## src/rtl/score_display_formatter.sv

```systemverilog
// Converts score, time and game state into a packed 8-digit BCD word once per frame
// using a sequential double-dabble conversion; the result is held until the next one.
module score_display_formatter #(
  parameter bit SHOW_STATE = 1'b1
) (
  input  logic        clock,
  input  logic        reset_n,
  input  logic        frame_in,
  input  logic [9:0]  point_total,
  input  logic [7:0]  time_left,
  input  logic [2:0]  game_state,
  output logic [31:0] val_out,
  output logic        valid_out,
  output logic        busy_out
);

  localparam logic [1:0] IDLE    = 2'd0;
  localparam logic [1:0] CONVERT = 2'd1;
  localparam logic [1:0] DONE    = 2'd2;

  logic [1:0]  state;
  logic        frame_prev;
  logic        start;
  logic [9:0]  pt_sr;
  logic [9:0]  tl_sr;
  logic [2:0]  gs_q;
  logic [15:0] pt_bcd;
  logic [11:0] tl_bcd;
  logic [3:0]  cnt;
  logic [3:0]  top_digit;

  function automatic logic [3:0] adj(input logic [3:0] d);
    return (d >= 4'd5) ? d + 4'd3 : d;
  endfunction

  // One double-dabble step: correct each nibble, then shift in the next binary bit.
  function automatic logic [15:0] dabble16(input logic [15:0] bcd, input logic bit_in);
    logic [15:0] t;
    t = {adj(bcd[15:12]), adj(bcd[11:8]), adj(bcd[7:4]), adj(bcd[3:0])};
    return {t[14:0], bit_in};
  endfunction

  function automatic logic [11:0] dabble12(input logic [11:0] bcd, input logic bit_in);
    logic [11:0] t;
    t = {adj(bcd[11:8]), adj(bcd[7:4]), adj(bcd[3:0])};
    return {t[10:0], bit_in};
  endfunction

  assign start     = frame_in & ~frame_prev;
  assign busy_out  = (state != IDLE);
  assign top_digit = SHOW_STATE ? {1'b0, gs_q} : 4'h0;

  // NOTE: sequential state uses non-blocking assignments so every register sees
  // pre-edge values of the others, independent of statement order.
  always_ff @(posedge clock or negedge reset_n) begin
    if (!reset_n) begin
      state      <= IDLE;
      frame_prev <= 1'b0;
      pt_sr      <= '0;
      tl_sr      <= '0;
      gs_q       <= '0;
      pt_bcd     <= '0;
      tl_bcd     <= '0;
      cnt        <= '0;
      val_out    <= '0;
      valid_out  <= 1'b0;
    end else begin
      frame_prev <= frame_in;
      valid_out  <= 1'b0;
      case (state)
        IDLE: begin
          if (start) begin
            pt_sr  <= point_total;
            tl_sr  <= {2'b00, time_left};
            gs_q   <= game_state;
            pt_bcd <= '0;
            tl_bcd <= '0;
            cnt    <= '0;
            state  <= CONVERT;
          end
        end
        CONVERT: begin
          pt_bcd <= dabble16(pt_bcd, pt_sr[9]);
          tl_bcd <= dabble12(tl_bcd, tl_sr[9]);
          pt_sr  <= {pt_sr[8:0], 1'b0};
          tl_sr  <= {tl_sr[8:0], 1'b0};
          cnt    <= cnt + 4'd1;
          if (cnt == 4'd9) state <= DONE;
        end
        DONE: begin
          val_out   <= {top_digit, tl_bcd, pt_bcd};
          valid_out <= 1'b1;
          state     <= IDLE;
        end
        default: state <= IDLE;
      endcase
    end
  end

endmodule

```

## config.mk

```make
export PLATFORM = sky130hd
export DESIGN_NAME = score_display_formatter
export DESIGN_NICKNAME = d
export VERILOG_FILES = /design/src/rtl/score_display_formatter.sv
export SDC_FILE = /design/constraint.sdc
export NUM_CORES = 1
export LEC_CHECK = 0
export BUFFER_PORTS_ARGS = -buffer_cell sky130_fd_sc_hd__buf_2
export CAP_MARGIN = 10
export CORE_ASPECT_RATIO = 0.7
export CORE_MARGIN = 2
export CORE_UTILIZATION = 30
export DETAILED_ROUTE_END_ITERATION = 8
export GPL_ROUTABILITY_DRIVEN = 0
export PLACE_DENSITY_LB_ADDON = 0.2
export SETUP_SLACK_MARGIN = 0.1
export SYNTH_ARGS = -nofsm -noshare
export SYNTH_HDL_FRONTEND = slang
export SYNTH_SLANG_ARGS = --single-unit
```

## constraint.sdc

```tcl
create_clock -name clock -period 2.1 [get_ports clock]
set_clock_uncertainty 0.05 [all_clocks]
set_input_delay 0.315 -clock clock [delete_from_list [all_inputs] [get_ports clock]]
set_output_delay 0.315 -clock clock [all_outputs]
set_load 0.005 [all_outputs]
```

==> impl_summary.txt <==
----------------------------------------------------
[CTS]
  Number of clock sinks seen by CTS ... 90
  CTS tree ... done
  Number of cells upsized or downsized after cts ... 0
  Clock insertion delay at the later pin of the skew report ... 0.34 ns
  Number of clock buffers inserted by TritonCTS ... 9
  Setup bufs post-CTS ... 0
  Clock slew seen by the registers of the worst setup and hold paths ... around 0.070 ns
  Root cell of the clock tree ... sky130_fd_sc_hd__clkbuf_16
  Depth of the CTS H-tree ... 3
  Largest buffer count on any clock path ... 2

[Synth]
  Top_reg_cell synth ... sky130_fd_sc_hd__dfrtp_1
  Area of the mapped netlist ... roughly 0.0041 sq mm
  Total of flip-flops plus latches after synthesis ... 90
  Post-Synthesis Net Count ... 398
  Netlist cell types ... 37
  Number of synthesized flops with an enable pin ... 0
  Share of synthesized area occupied by flip-flops and latches ... about 56%
  Synth Instances ... 358
  Mean Syn Cell Area ... 11.32 sq um
  Count of synthesis-stage warnings from yosys ... 0
  Asr flop ratio synth ... 100.0%

[Routing]
  WL final ... ~9000 um
  Number of detailed-route iterations in the first pass ... 4
  Ratio of routed vias to standard cells ... 4.644
  Average detailed-routed wire length per instance ... about 15 um
  Initial DRC count ... 123
  Remaining design rule violation count ... 0
  Post-DRT Antenna Nets ... 0
  Vias after detailed routing ... 2,805

[Floorplanning]
  Die X-Extent ... between 100 and 150 um
  Initial standard-cell utilization of the core ... 30.74%
  Floorplan core area ... between 0.01 and 0.015 sq mm
  Cell row count ... 35
  Height of the die ... 101.2 um
  Total I/O pin count ... 58
  Overall die area ... 0.01446 sq mm

[Power]
  Design Power ... between 7000 and 8000 uW
  Total power density per cell area ... about 1500 mW/mm^2
  Worst ir drop on vdd ... 474.2 uV
  Leakage Power ... between 0.002 and 0.0025 uW

[Layout]
  Number of antenna diodes ... 0
  Footprint of the multi-input gates ... between 0.0015 and 0.002 sq mm
  Filler Cells Inserted ... 1,311
  Synthesis-to-finish area growth ... 19.80%
  Final-stage net count ... approximately 450
  Footprint of the flip-flops and latches ... 0.002252 sq mm
  Finished Layout Cells ... around 600
  Ratio of cells with drive above 1 in the final layout ... about 28%
  Leading cell type in the layout, fill and taps excluded ... sky130_fd_sc_hd__dfrtp_1
  Commonest cells after routing, fill and taps aside ... 90 x sky130_fd_sc_hd__dfrtp_1, 55 x sky130_fd_sc_hd__buf_2, 38 x sky130_fd_sc_hd__nand2_1

[Global route]
  Maximum number of pins on one net before global-route repair ... 40
  Gr ovfl total ... 0
  Combined global-route utilization of all metal layers ... 13.05%
  First-pass GRT wire length ... about 15,000 um
  Number of global-route vias before repair ... 2,800
  Initial antenna violation count ... 0

[Timing]
  Final count of hold timing violations ... 0
  Fin Setup TNS ... 0 ns
  Setup violators final ... 0
  Final hold slack ... 0.08856 ns
  Minimum period implied by the final worst setup slack ... between 1.5 and 2 ns
  Part of the cycle the worst path needs ... 78.49%
  Pins over their slew limit ... 0
  Worst Max-Slew Pin Slew ... 0.5403 ns
  Fmax ... 0.6067 GHz
  Setup repair after global routing missed its margin ... no
  Normalized max-slew margin ... 63.98%

[Placed design]
  Cell count after placement ... around 600
  Post-DP HPWL ... a little under 6000 um
  Count of port buffers added during placement ... 56

[Setup path]
  Kind of end point of the critical path ... register
  Cell family with the largest share of critical-path delay ... simple AND/OR/NAND/NOR gates
  Largest stage delay on the critical path ... 0.44 ns
  Required time of the critical path ... 2.29 ns
  Cell chain of the critical path ... or2_4 > or2_1 > buf_4 > o22ai_1 > nor2_1
  Total number of cells along the worst setup path ... 5
  Sort of element at the start of the critical path ... register
  CP Max Fanout ... 18
  CP bufs+invs ... 1
  CP Class ... reg -> reg
  Critical-path top delay cell ... sky130_fd_sc_hd__dfrtp_1
  Count of cells along the worst register-to-register path ... 5
  Data arrival time of the critical path ... roughly 1.8 ns

[Hold path]
  Hold-critical path depth ... 1
  Worst Hold Class ... in -> reg

[Run]
  Max-cap viol count ... 0

[Outcome]
  Status ... completed

----------------------------------------------------
-- where the power goes --
| group | switching, uW | internal, uW | leakage [uW] |
|---|---|---|---|
| registers | 480 | 2400 | 0.00115 |
| logic | 1440 | 1160 | 0.000984 |
| clock network | 710 | 933 | 0.000146 |
-- layer usage --
layer | global-route usage, % | vias up | part of all wire, %
li1 | - | 1368 | -
met1 | 18.89 | 1376 | 53
met2 | 18.71 | 51 | 42
met3 | 4.066 | 10 | 4.1
met4 | 3.960 | 0 | 1.2
met5 | 0 | - | 0
-- through the flow --
stage	area, sq um	setup WS, ns	util (%)
2_1_floorplan	4051	0.6389	-
4_1_cts	4853	0.4661	36.82
5_1_grt	4853	0.3315	36.82
3_5_place_dp	4541	0.4747	34.45
3_3_place_gp	4541	0.5310	34.45
6_report	4853	0.4517	36.82
-- cell usage after synthesis (7+ instances only) --
library cell / n / area share, %
sky130_fd_sc_hd__ha_1: 16 / 4.9
sky130_fd_sc_hd__a32o_1: 7 / 1.7
sky130_fd_sc_hd__buf_2: 10 / 1.2
sky130_fd_sc_hd__o22ai_2: 14 / 4.3
sky130_fd_sc_hd__o22ai_1: 9 / 1.4
sky130_fd_sc_hd__nand2b_1: 8 / 1.2
sky130_fd_sc_hd__o31ai_1: 9 / 1.7
sky130_fd_sc_hd__mux2_2: 17 / 4.7
sky130_fd_sc_hd__inv_1: 17 / 1.6
sky130_fd_sc_hd__xnor2_1: 7 / 1.5
sky130_fd_sc_hd__nand2_1: 38 / 3.5
sky130_fd_sc_hd__nor2_1: 34 / 3.2
sky130_fd_sc_hd__dfrtp_1: 90 / 56
sky130_fd_sc_hd__a21oi_1: 8 / 0.99
sky130_fd_sc_hd__o21ai_0: 22 / 2.7
sky130_fd_sc_hd__nand3_1: 8 / 0.99
-- worst paths after layout --
| kind | start | slack [ns] | endpoint |
|---|---|---|---|
| hold reg to reg | val_out[5]$_DFFE_PN0P_ | 0.43 | val_out[5]$_DFFE_PN0P_ |
| hold / removal | frame_in | 0.09 | frame_prev$_DFF_PN0_ |
| min in group asynchronous | reset_n | 0.43 | pt_sr[4]$_DFFE_PN0P_ |
| max in group asynchronous | reset_n | 0.93 | val_out[4]$_DFFE_PN0P_ |
| setup / recovery | state[1]$_DFFE_PN0P_ | 0.45 | tl_sr[1]$_DFFE_PN0P_ |
| setup reg to reg | state[1]$_DFFE_PN0P_ | 0.45 | tl_sr[1]$_DFFE_PN0P_ |
-- timing repair --
action / CTS / global route
endpoints found under the hold margin: 33 / 0
hold buffers: 1 / 0
setup endpoints to repair: 0 / 0
-- cell type report --
type / instances / share of cell area (%)
Inverter: 17 / 1.315
Clock inverter: 7 / 1.598
Tap cell: 185 / 4.769
Multi-Input combinational cell: 231 / 33.23
Clock buffer: 9 / 4.640
Sequential cell: 90 / 46.40
Timing Repair Buffer: 65 / 8.043
-- flip-flops by register name (all words and copies together), names as in the netlist --
| name | count |
|---|---|
| gs_q | 3 |
| tl_sr | 10 |
| frame_prev | 1 |
| valid_out | 1 |
| cnt | 4 |
| state | 2 |
| pt_bcd | 16 |
| tl_bcd | 12 |
| pt_sr | 10 |
| val_out | 31 |
-- cells by family after synthesis --
logic type / Yosys count / share of synthesized area (%)
AND/OR/NAND/NOR: 96 / 10.41
flip-flops: 90 / 55.59
AO/OA/AOI/OAI: 87 / 16.52
buffers and inverters: 37 / 4.663
multiplexers: 18 / 4.972
adder cells (fa/ha/maj): 16 / 4.941
XOR/XNOR: 13 / 2.810
other: 1 / 0.09256
(Power assumes the default switching activity.)
